**src/rtl/uart_tx_arbiter_if.sv**
```systemverilog
// Requester and UART register-port signals of the UART transmit arbiter.
// The arbiter uses the master view; requesters and the UART model use the slave view.
interface uart_tx_arbiter_if #(
    parameter int N = 4
);
    logic [N-1:0]   req_valid;
    logic [N-1:0]   req_last;
    logic [8*N-1:0] req_data;
    logic [N-1:0]   req_ready;
    logic [3:0]     uart_div_we;
    logic [31:0]    uart_div_di;
    logic           uart_dat_we;
    logic [31:0]    uart_dat_di;
    logic           uart_dat_wait;
    logic [N-1:0]   grant;
    logic           busy;

    modport master (
        input  req_valid, req_last, req_data, uart_dat_wait,
        output req_ready, uart_div_we, uart_div_di, uart_dat_we, uart_dat_di, grant, busy
    );

    modport slave (
        output req_valid, req_last, req_data, uart_dat_wait,
        input  req_ready, uart_div_we, uart_div_di, uart_dat_we, uart_dat_di, grant, busy
    );
endinterface

```
**src/rtl/uart_tx_arbiter.sv**
```systemverilog
// Per-packet round-robin arbiter in front of the UART data port; writes the baud divider once after reset.
// Build macro UART_ARB_TAG_EN: prefix every packet with tag byte 8'h80|requester index.
module uart_tx_arbiter #(
    parameter int N        = 4,
    parameter int DIV_INIT = 104,
    parameter int HOLD_MAX = 255
) (
    input  logic              clk,
    input  logic              resetn,
    uart_tx_arbiter_if.master bus
);
    localparam int         IW       = (N > 1) ? $clog2(N) : 1;
    localparam logic [7:0] HOLD_LIM = 8'(HOLD_MAX - 1);

    typedef enum logic [1:0] {
        S_INIT = 2'd0,
        S_IDLE = 2'd1,
        S_SEND = 2'd2
`ifdef UART_ARB_TAG_EN
        , S_TAG = 2'd3
`endif
    } state_e;

    state_e        state_q, state_d;
    logic [N-1:0]  grant_q, grant_d;
    logic [IW-1:0] ptr_q, ptr_d;
    logic [7:0]    hold_q, hold_d;
    logic [3:0]    div_we_q, div_we_d;
    logic [31:0]   div_di_q, div_di_d;

    logic          found_s;
    logic [IW-1:0] win_s;
    logic [IW-1:0] cand_s;
    logic          hit_s;
    logic [7:0]    sel_byte_s;
    logic          dat_we_s;
    logic [31:0]   dat_di_s;
    logic [N-1:0]  ready_s;

    // Round-robin scan starting one past the last winner; ptr_q also names the current owner.
    always_comb begin
        found_s = 1'b0;
        win_s   = ptr_q;
        cand_s  = ptr_q;
        hit_s   = 1'b0;
        for (int k = 1; k <= N; k++) begin
            cand_s  = IW'((int'(ptr_q) + k) % N);
            hit_s   = bus.req_valid[cand_s];
            win_s   = (!found_s && hit_s) ? cand_s : win_s;
            found_s = found_s | hit_s;
        end
    end

    assign sel_byte_s = bus.req_data[{ptr_q, 3'b000} +: 8];

    // Next-state and handshake outputs.
    always_comb begin
        state_d  = state_q;
        grant_d  = grant_q;
        ptr_d    = ptr_q;
        hold_d   = hold_q;
        div_we_d = 4'h0;
        div_di_d = 32'h0;
        dat_we_s = 1'b0;
        dat_di_s = 32'h0;
        ready_s  = '0;
        case (state_q)
            S_INIT: begin
                div_we_d = 4'hF;
                div_di_d = 32'(DIV_INIT);
                state_d  = S_IDLE;
            end
            S_IDLE: begin
                hold_d = 8'h00;
                if (found_s) begin
                    grant_d = N'(1) << win_s;
                    ptr_d   = win_s;
`ifdef UART_ARB_TAG_EN
                    state_d = S_TAG;
`else
                    state_d = S_SEND;
`endif
                end else begin
                    grant_d = '0;
                end
            end
`ifdef UART_ARB_TAG_EN
            S_TAG: begin
                dat_we_s = 1'b1;
                dat_di_s = {24'h0, 8'h80 | 8'(ptr_q)};
                if (!bus.uart_dat_wait) begin
                    state_d = S_SEND;
                end else begin
                    state_d = S_TAG;
                end
            end
`endif
            S_SEND: begin
                dat_we_s       = bus.req_valid[ptr_q];
                dat_di_s       = {24'h0, sel_byte_s};
                ready_s[ptr_q] = bus.req_valid[ptr_q] && !bus.uart_dat_wait;
                if (ready_s[ptr_q]) begin
                    hold_d = 8'h00;
                    if (bus.req_last[ptr_q]) begin
                        state_d = S_IDLE;
                        grant_d = '0;
                    end else begin
                        state_d = S_SEND;
                    end
                end else if (bus.req_valid[ptr_q]) begin
                    // A stalled but present byte is not an idle cycle.
                    hold_d = 8'h00;
                end else if (hold_q >= HOLD_LIM) begin
                    state_d = S_IDLE;
                    grant_d = '0;
                    hold_d  = 8'h00;
                end else if (hold_q != 8'hFF) begin
                    hold_d = hold_q + 8'd1;
                end else begin
                    hold_d = hold_q;
                end
            end
            default: begin
                state_d = S_INIT;
                grant_d = '0;
            end
        endcase
    end

    // State and divider-write registers.
    always_ff @(posedge clk or negedge resetn) begin
        if (!resetn) begin
            state_q  <= S_INIT;
            grant_q  <= '0;
            ptr_q    <= IW'(N - 1);
            hold_q   <= 8'h00;
            div_we_q <= 4'h0;
            div_di_q <= 32'h0;
        end else begin
            state_q  <= state_d;
            grant_q  <= grant_d;
            ptr_q    <= ptr_d;
            hold_q   <= hold_d;
            div_we_q <= div_we_d;
            div_di_q <= div_di_d;
        end
    end

    assign bus.req_ready   = ready_s;
    assign bus.uart_dat_we = dat_we_s;
    assign bus.uart_dat_di = dat_di_s;
    assign bus.uart_div_we = div_we_q;
    assign bus.uart_div_di = div_di_q;
    assign bus.grant       = grant_q;
    assign bus.busy        = (state_q != S_IDLE) || (div_we_q != 4'h0);
endmodule

```
**src/flat_wrapper.sv**
```systemverilog
// flat-port wrapper written by rule: the top's interface ports become plain ports
module uart_tx_arbiter_flat 
#(
    parameter int N        = 4,
    parameter int DIV_INIT = 104,
    parameter int HOLD_MAX = 255
)
  (clk, resetn, bus_req_valid, bus_req_last, bus_req_data, bus_uart_dat_wait, bus_req_ready, bus_uart_div_we, bus_uart_div_di, bus_uart_dat_we, bus_uart_dat_di, bus_grant, bus_busy);
  uart_tx_arbiter_if #(.N(N)) bus_i ();
  input  logic clk;
  input  logic resetn;
  input wire logic [$bits(bus_i.req_valid)-1:0] bus_req_valid;
  input wire logic [$bits(bus_i.req_last)-1:0] bus_req_last;
  input wire logic [$bits(bus_i.req_data)-1:0] bus_req_data;
  input wire logic [$bits(bus_i.uart_dat_wait)-1:0] bus_uart_dat_wait;
  output wire logic [$bits(bus_i.req_ready)-1:0] bus_req_ready;
  output wire logic [$bits(bus_i.uart_div_we)-1:0] bus_uart_div_we;
  output wire logic [$bits(bus_i.uart_div_di)-1:0] bus_uart_div_di;
  output wire logic [$bits(bus_i.uart_dat_we)-1:0] bus_uart_dat_we;
  output wire logic [$bits(bus_i.uart_dat_di)-1:0] bus_uart_dat_di;
  output wire logic [$bits(bus_i.grant)-1:0] bus_grant;
  output wire logic [$bits(bus_i.busy)-1:0] bus_busy;
  assign bus_i.req_valid = bus_req_valid;
  assign bus_i.req_last = bus_req_last;
  assign bus_i.req_data = bus_req_data;
  assign bus_i.uart_dat_wait = bus_uart_dat_wait;
  assign bus_req_ready = bus_i.req_ready;
  assign bus_uart_div_we = bus_i.uart_div_we;
  assign bus_uart_div_di = bus_i.uart_div_di;
  assign bus_uart_dat_we = bus_i.uart_dat_we;
  assign bus_uart_dat_di = bus_i.uart_dat_di;
  assign bus_grant = bus_i.grant;
  assign bus_busy = bus_i.busy;
  uart_tx_arbiter #(.N(N), .DIV_INIT(DIV_INIT), .HOLD_MAX(HOLD_MAX)) u_core (.clk(clk), .resetn(resetn), .bus(bus_i));
endmodule
```
**config.mk**
```make
export PLATFORM = sky130hd
export DESIGN_NAME = uart_tx_arbiter_flat
export DESIGN_NICKNAME = d
export VERILOG_FILES = /design/src/rtl/uart_tx_arbiter_if.sv /design/src/rtl/uart_tx_arbiter.sv /design/src/flat_wrapper.sv
export SDC_FILE = /design/constraint.sdc
export NUM_CORES = 1
export LEC_CHECK = 0
export ABC_AREA = 1
export CORE_MARGIN = 2
export CORE_UTILIZATION = 40
export DETAILED_ROUTE_END_ITERATION = 8
export PLACE_DENSITY = 0.82
export SYNTH_ARGS = -nofsm -noshare
export SYNTH_HDL_FRONTEND = slang
export SYNTH_SLANG_ARGS = --single-unit
```
**constraint.sdc**
```tcl
create_clock -name clk -period 3.2 [get_ports clk]
set_input_delay 0.8 -clock clk [delete_from_list [all_inputs] [get_ports clk]]
set_output_delay 0.8 -clock clk [all_outputs]
set_load 0.05 [all_outputs]
```
# Word-level counts from Yosys, hierarchy flattened

Cells that the tools add are included.

Add/subtract/negate cells: 5
Magnitude comparators: 7
Equality and inequality tests: 9
Shifts and indexed selects: 2
Muxes and demuxes: 42
Bitwise operators: 5
Reductions and logical operators: 17

Operators with widths:

| kind                                                       | number |
|---|---|
| two-way mux 8 bit                                          | 5 |
| variable part select 32 x 6 -> 8 bit                       | 1 |
| two-way mux 4 bit                                          | 7 |
| two-way mux 2 bit                                          | 9 |
| one-hot mux 8 bit (2 select lines)                         | 1 |
| less-than comparator 2 x 3 -> 1 bit, second input constant | 5 |
| binary-select mux 1 bit (select 2 bit)                     | 7 |
| one-hot mux 4 bit (3 select lines)                         | 1 |
| two-way mux 1 bit                                          | 9 |
| adder 8 x 1 -> 8 bit, second input constant                | 1 |
| greater-or-equal comparator 8 bit, second input constant   | 1 |
| != test 8 bit, second input constant                       | 1 |
| two-way mux 7 bit                                          | 1 |
| != test 3 bit, second input constant                       | 2 |
| one-hot mux 2 bit (3 select lines)                         | 1 |
| logical AND 1 bit                                          | 5 |
| != test 5 x 1 -> 1 bit, second input constant              | 1 |
| adder 2 x 1 -> 2 bit, second input constant                | 2 |
| adder 2 bit, second input constant                         | 2 |
| AND 4 bit                                                  | 1 |
| zero test 1 bit                                            | 4 |
| != test 2 x 1 -> 1 bit, second input constant              | 2 |
| AND reduction 2 bit                                        | 2 |
| AND reduction 4 bit                                        | 1 |
| 13 further kinds                                           | 15 |

Register bits after elaboration: 27
Input port bits: 43
Output and inout bits: 78
Logic and storage cells: 93

# Depth between registers and ports, before layout

Gate-level depths: netlist of the first run.

Word-level depth: 11
Gate-level depth with buffers: 17
Gate-level depth less buffers: 14

# Worst setup path before layout of the first run

Ideal clock, no wire load.

Kind: reg-to-output
Start point: register u_core.ptr_q[0]
End point: output bus_uart_dat_di[5]
Data arrival time: 2.228 ns
Data required time: 2.400 ns
Setup slack: 0.172 ns
Cell stages (with the launch flop): 8
Path through: dfstp_2 -> buf_4 -> clkbuf_1 -> buf_2 -> nor2_1 -> nor2_1 -> o21ai_0 -> a21oi_1

Word-level cells in the longest chain between the ends: 2

RTL lines:

| element                              | line                   | RTL |
|---|---|---|
| from (decl)                          | uart_tx_arbiter.sv:26  | `logic [IW-1:0] ptr_q, ptr_d;` |
| from (signal assigned)               | uart_tx_arbiter.sv:135 | `ptr_q <= IW'(N - 1);` |
| from (signal assigned)               | uart_tx_arbiter.sv:142 | `ptr_q <= ptr_d;` |
| variable part select 32 x 6 -> 8 bit | uart_tx_arbiter.sv:54  | `assign sel_byte_s = bus.req_data[{ptr_q, 3'b000} +: 8];` |
| two-way mux 8 bit                    | uart_tx_arbiter.sv:67  | `case (state_q)` |
| to (decl)                            | flat_wrapper.sv:20     | `output wire logic [$bits(bus_i.uart_dat_di)-1:0] bus_uart_dat_di;` |

No other way between the ends.

# Final worst setup path of the first run

Start point: input bus_req_valid[0]
End point: output bus_req_ready[0]

Word-level cells in the longest chain between the ends: 5

RTL lines:

| element                                 | line                   | RTL |
|---|---|---|
| from (decl)                             | flat_wrapper.sv:12     | `input wire logic [$bits(bus_i.req_valid)-1:0] bus_req_valid;` |
| binary-select mux 1 bit (select 2 bit)  | uart_tx_arbiter.sv:101 | `ready_s[ptr_q] = bus.req_valid[ptr_q] && !bus.uart_dat_wait;` |
| two-way mux 1 bit (not written as such) | uart_tx_arbiter.sv:101 |  |
| logical AND 1 bit                       | uart_tx_arbiter.sv:101 |  |
| AND 4 bit (no line)                     | -                      |  |
| two-way mux 4 bit                       | uart_tx_arbiter.sv:67  |  |
| to (decl)                               | flat_wrapper.sv:16     | `output wire logic [$bits(bus_i.req_ready)-1:0] bus_req_ready;` |

No other way between the ends. The select of a mux whose other input is x is not followed.

==> impl_results.md, run 1 <==
- Outcome: complete, no violations
- First-pass DRT Iterations: 4
- Synth-to-layout area growth: 28.4%
- Cell taking the most area after synthesis: buf_4
- Req. time, crit path: approximately 2400 ps
- Max cap viols: 0
- Final-report hold violation count: 0
- Pint: approximately 1100 uW
- Detail-routed via count per cell: around 4.7
- NetSw: between 1500 and 2000 uW
- Worst Path Arrival: 2210 ps
- IO Pins: 121
- Gr usage total: between 15 and 20%
- Die area: about 6300 um^2
- Die X: ~79 um
- Final Skew: 2.29 ps
- Seq pwr share: 13.6%
- Register clock-pin slew on the reported worst setup and hold paths: roughly 70 ps
- Reg2reg start: u_core.ptr_q[1]$_DFFE_PN1P_
- Top-count cell post-synth: nand2_1
- Final period util: a little over nine tenths
- Post-synthesis async set-or-reset flop share: 100%
- Comb pwr share: 80.2%
- Initial antenna violation count: 0
- Routed vias: 2256
- Diodes inserted: 0
- Synth top area share: 19.8%
- Fill cells: 541
- GPL Wtd Cong: ~0.88
- Critical path origin: bus_req_valid[0]
- Commonest cells in the netlist: nand2_1 (81), buf_4 (60), nor2_1 (48), nand3_1 (29), o21ai_0 (23)
- CTS Hold Bufs: 0
- TritonCTS buffer count: 3
- Setup-failing EPs final: 0
- # Post-CTS Setup Buffers: 0
- Fmax: between 300 and 400 MHz
- Layout cells sized above 1: between 10% and 20%
- Site Rows: 27
- Pwr dens: 910 nW/um^2
- Critical R2R Capture: u_core.bus.grant[1]$_DFFE_PN0P_
- Post-Synthesis Cells: roughly 360
- R2r setup slk: about 820 ps
- Core region area: between 5000 and 6000 um^2
- Routed len/inst: around 11 um
- Clock power frac: about 6%
- Utilization after layout: 53.1%
- Nets: ~470
- Min-delay src: u_core.bus.grant[0]$_DFFE_PN0P_
- Detailed placer's ending HPWL: between 4 and 5 mm
- Sw frac: approximately 60%
- Die Span Y: a little under 80 um
- Main synth FF type: dfrtp_1
- Critical path type: input pin to primary output
- Yosys cell types: 35
- GRT overflow: 0
- DRT antenna net count: 0
- Worst VDD drop: ~0.32 mV
- Post-synthesis register bit count: 17
- Vias in the first global route: ~2.1k
- CTS tree: built
- Buffers on Ports: between 60 and 70
- Max-slew violations: 0
- First-pass GRT wire length: between 9 and 10 mm
- Starting density of the core: about two fifths
- Clk root buf: clkbuf_8
- Tightest Hold Check Type: flop to flop
- Largest net degree at the start of global routing: 30
- Worst setup SP type: input pin
- Syn Area/Cell: 6.36 um^2
- H-Tree Depth: 1
- Slew margin rel.: between 40 and 50%
- Clk sink count: 17
- DRC errors left: 0
- RSZ-0062 raised after global routing: false
- WL final: about 5.4 mm
- Mapped cell area: ~2300 um^2
- Proportion of synthesized chip area in sequential cells: between 10% and 20%
- Crit path max fanout: 11
- Cts repair resizes: 0
- Synth warn: 0
- Leak: between 0.001 and 0.0015 uW
- Final TNS setup: 0 ps
- Worst r2r path cells: 13
- CP Capture Point: bus_req_ready[0]
- Post-synth EDFFs: 0
- Final min period: ~3000 ps
- Clock buffer depth: 2
- Synth area leaders: buf_4 (20%), dfrtp_1 (16%), nand2_1 (13%)
- Crit. End Element: primary output
- DR iter-0 viols: 98
- Worst skew pair latency: between 200 and 300 ps
- Worst Tran Pin Value: around 760 ps
-- registers in the layout (all words and copies together) (netlist names) --
name	cells
u_core.hold_q	8
u_core.bus.grant	4
u_core.ptr_q	2
u_core.state_q	2
u_core.bus.uart_div_we	1
-- logic make-up after synthesis --
family | share of synthesized area (%)
buffers and inverters | 26.8
xor gates and xnor gates | 1.54
other | 0.165
and+or+nand+nor | 36.9
AOI/OAI and AO/OA | 9.84
DFF | 18.8
adders and majority gates | 6.04
-- metal layers --
metal	global-route usage, %	part of all wire (%)
met3	3.28	5.0
met4	4.66	0.39
met1	21.5	43
met5	0	0
met2	30.6	52
-- cell usage in the layout (no fill, tap or decap), types with 2 or more instances in the layout --
master	netlist	routed
a211oi_1	2	2
nand2_2	7	7
nor2_1	48	48
nor3_1	5	5
o21ai_1	2	2
a21oi_1	9	9
xor2_1	3	3
buf_12	0	13
o21ai_0	23	23
ha_1	11	11
dfstp_2	2	2
nor4_1	2	2
nand4_1	7	7
clkbuf_8	0	3
nand3_2	3	3
nand3_1	29	29
inv_1	21	21
clkdlybuf4s50_1	0	54
conb_1	1	53
dfrtp_1	15	15
inv_2	5	5
buf_4	60	3
nand2_1	81	81
-- worst min-delay path by stage --
| stage | to | slack, ps | cells after the start |
|---|---|---|---|
| 2_1_floorplan | u_core.hold_q[6]$_DFFE_PN0P_ | 440 | 2 |
| 3_3_place_gp | u_core.hold_q[6]$_DFFE_PN0P_ | 460 | 2 |
| 3_5_place_dp | u_core.bus.grant[0]$_DFFE_PN0P_ | 470 | 2 |
| 4_1_cts | u_core.bus.grant[0]$_DFFE_PN0P_ | 480 | 2 |
| 5_1_grt | u_core.hold_q[6]$_DFFE_PN0P_ | 510 | 2 |
| 6_report | u_core.bus.grant[0]$_DFFE_PN0P_ | 480 | 2 |
-- critical path: stages --
cell             delay, ps
clkdlybuf4s50_1        480
nand2_1                 70
nand2_1                100
nand2_1                 70
nand2_2                190
nand3_1                130
nor2_1                 200
buf_12                 170
-- power groups by stage --
stage | Combinational, uW | Sequential (uW) | Clock (uW)
2_1_floorplan | 1570 | 437 | 0
3_3_place_gp | 2080 | 362 | 0
3_5_place_dp | 2120 | 366 | 0
4_1_cts | 2130 | 363 | 167
5_1_grt | 2340 | 374 | 178
6_report | 2130 | 362 | 163
-- layout make-up --
class	count	area [um^2]	share of cell area [%]
Multi-Input combinational cell	295	1440	49.1
Timing Repair Buffer	70	823	28.2
Clock inverter	1	5.00	0.171
Sequential cell	17	428	14.6
Tap cell	72	90.1	3.08
Clock buffer	3	41.3	1.41
Inverter	27	101	3.47
-- through the flow --
stage          total power, uW  hold slack [ps]  instance area, um^2  std cells  setup WS (ps)
6_report                  2660              476                 2920        485            186
5_1_grt                   2890              505                 2920        485           55.9
4_1_cts                   2660              483                 2920        485            185
3_5_place_dp              2490              465                 2880        481            194
3_3_place_gp              2440              460                 2880        481            215
2_1_floorplan             2010              442                 2470        410            172
No activity file was read; power rests on OpenSTA's default activity.
==> inputs of run 2 (changes only) <==
CORE_MARGIN = unset   (was 2)
==> run 2 against run 1 <==
Via count grew 1.3%. Register-to-register slack worse by 40 ps. Setup slack worse by 22 ps. Critical path depth stayed put. Sequential power is essentially flat. Final cell count down 0.21%. Combinational power is essentially flat. Maximum frequency decreased by 0.72%. Clock-buffer cell count grew 1. Hold slack about the same. Critical path type unchanged. Highest routed layer unchanged.
==> impl_results.md, run 2 (synthesis results as in run 1) <==
- Leak: 0.00139 uW (-0.52%)
- Initial antenna violation count: 0 (unchanged)
- Nets: 467 (-0.21%)
- Crit path max-delay family: simple AND/OR/NAND/NOR gates
- Synth-to-layout area growth: 28.0%
- Final instance count without filler cells: 484 (-0.21%)
- Cell depth of the worst setup path: 8 (unchanged)
- Pwr dens: 911 nW/um^2 (+0.16%)
- Leading cell type in the layout, fill and taps excluded: nand2_1
- Core region area: 5510 um^2 (unchanged)
- TritonCTS buffer count: 3 (unchanged)
- Placed Cells: 480 (-0.21%)
- WL final: 5.31 mm (-0.91%)
- Layout cells sized above 1: 9.71% (-0.46 points)
- RSZ-0062 raised after global routing: false
- Final min period: 3040 ps (+21.8 ps)
- Crit. End Element: primary output
- CTS Hold Bufs: 0 (unchanged)
- Detail-routed via count per cell: 4.72 (+1.5%)
- Gr usage total: 18.2% (+0.89 points)
- Register area: 428 um^2 (unchanged)
- Worst Tran Pin Value: 765 ps (+1.40 ps)
- Starting density of the core: 41.4% (unchanged)
- Number of flip-flops in the largest register: 8 (unchanged)
- Die Span Y: 77.5 um (-2.5%)
- Hold WS: 476 ps (+0.289 ps)
- Worst Path Arrival: 2240 ps (+30 ps)
- Die X: 77.5 um (-2.5%)
- Fill cells: 525 (-3.0%)
- Worst setup SP type: input pin
- Site Rows: 27 (unchanged)
- IO Pins: 121 (unchanged)
- Max incr delay on CP: 480 ps (about the same)
- Worst VDD drop: 0.322 mV (+0.13%)
- Clock buffer depth: 2 (unchanged)
- Setup-failing EPs final: 0 (unchanged)
- Largest net degree at the start of global routing: 31 (+3.3%)
- Max-slew violations: 0 (unchanged)
- Routed vias: 2286 (+1.3%)
- Detailed placer's ending HPWL: 4.13 mm (-1.7%)
- Diodes inserted: 0 (unchanged)
- Fmax: 329 MHz (-0.72%)
- DR iter-0 viols: 105 (+7.1%)
- Worst r2r path cells: 12 (-1)
- Hold Path Depth: 2 (unchanged)
- Register clock-pin slew on the reported worst setup and hold paths: 60 ps (about the same)
- Placed cell areas: 2870 um^2 (-0.26%)
- Worst skew pair latency: 250 ps (about the same)
- Utilization after layout: 52.9% (-0.16 points)
- Post-layout instance area: 2920 um^2 (-0.30%)
- Largest Register: u_core.hold_q
- Die area: 6000 um^2 (-5.0%)
- Slowest CP cell: clkdlybuf4s50_1
- Multi-input gate area: 1440 um^2 (unchanged)
- H-Tree Depth: 1 (unchanged)
- Most frequent cells in the layout: nand2_1 (81), clkdlybuf4s50_1 (54), conb_1 (53)
- First-pass DRT Iterations: 4 (unchanged)
- Tightest Hold Check Type: flop to flop
- Routed len/inst: 11.0 um (-0.71%)
- Critical path type: input pin to primary output
- Outcome: complete, no violations
- Final period util: 94.9% (+0.68 points)
- Final Skew: 1.99 ps (-0.299 ps)
- Most frequent cell on the critical path: nand2_1
- First-pass GRT wire length: 8.99 mm (-1.2%)
- Max cap viols: 0 (unchanged)
- Buffers on Ports: 67 (unchanged)
- GRT overflow: 0 (unchanged)
- DRC errors left: 0 (unchanged)
- Cts repair resizes: 0 (unchanged)
- Crit path max fanout: 11 (unchanged)
- GPL Wtd Cong: 0.809 (-7.6%)
- Final TNS setup: 0 ps (unchanged)
- CTS tree: built
- Clk root buf: clkbuf_8
- Final-report hold violation count: 0 (unchanged)
- Vias in the first global route: 2082 (-2.5%)
- Req. time, crit path: 2400 ps (about the same)
- Worst Path Buf+Inv: 2 (unchanged)
- Slew margin rel.: 48.9% (about the same)
- Critical-path cell list: clkdlybuf4s50_1 > nand2_1 > nand2_1 > nand2_1 > nand2_2 > nand3_1 > nor2_1 > buf_12
- Clk sink count: 17 (unchanged)
- DRT antenna net count: 0 (unchanged)
- # Post-CTS Setup Buffers: 0 (unchanged)
-- run 2: changes by cell type in the layout (fill, tap and decap cells not counted), sizes merged --
| cell | before | now |
|---|---|---|
| clkinv | 2 | 1 |
| clkbuf | 3 | 4 |
| buf | 16 | 15 |
-- run 2: worst reg2reg max path: stages, from the launching register on --
cell     delay, ps
dfstp_2        640
inv_2          200
ha_1           430
inv_1           90
nand2_1        100
nand2_2         90
nor2_4         150
nand2_2        110
o21ai_0        200
nand2_1        110
nor2_1         110
nand3_1         80
nand2_1         70
-- run 2: path summary, 6_finish.rpt --
check / start / end / slack (ps)
hold / removal: u_core.bus.grant[1]$_DFFE_PN0P_ / u_core.bus.grant[1]$_DFFE_PN0P_ / 480
min in group asynchronous: resetn / u_core.hold_q[0]$_DFFE_PN0P_ / 990
setup / recovery: bus_req_valid[0] / bus_req_ready[2] / 160
max in group asynchronous: resetn / u_core.bus.grant[0]$_DFFE_PN0P_ / 1740
hold reg to reg: u_core.bus.grant[1]$_DFFE_PN0P_ / u_core.bus.grant[1]$_DFFE_PN0P_ / 480
setup reg to reg: u_core.ptr_q[1]$_DFFE_PN1P_ / u_core.bus.grant[1]$_DFFE_PN0P_ / 780
-- run 2: report_power, final --
| part | total [uW] | switching [uW] | internal, uW |
|---|---|---|---|
| clock network | 161 | 72.5 | 88.4 |
| registers | 363 | 78.7 | 285 |
| logic | 2130 | 1460 | 675 |
-- run 2: metal layers --
metal	vias up	track usage, %	routed length (um)
li1	1144	-	-
met1	1053	21.0	2300
met2	81	33.5	2710
met3	8	3.65	253
met4	0	5.66	49
met5	-	0	0
-- run 2: layout make-up --
class / count / area share [%]
multi-input combinational: 295 / 49.2
clock buffer: 4 / 1.55
sequential: 17 / 14.7
inverter: 27 / 3.48
timing repair buffer: 69 / 28.0
tap: 72 / 3.09
-- run 2: per-stage QoR --
stage,power (uW),setup WS [ps]
after floorplan,2010,172
after global placement,2430,197
after detailed placement,2480,173
after CTS,2650,167
after global routing,2880,70.8
final,2660,165
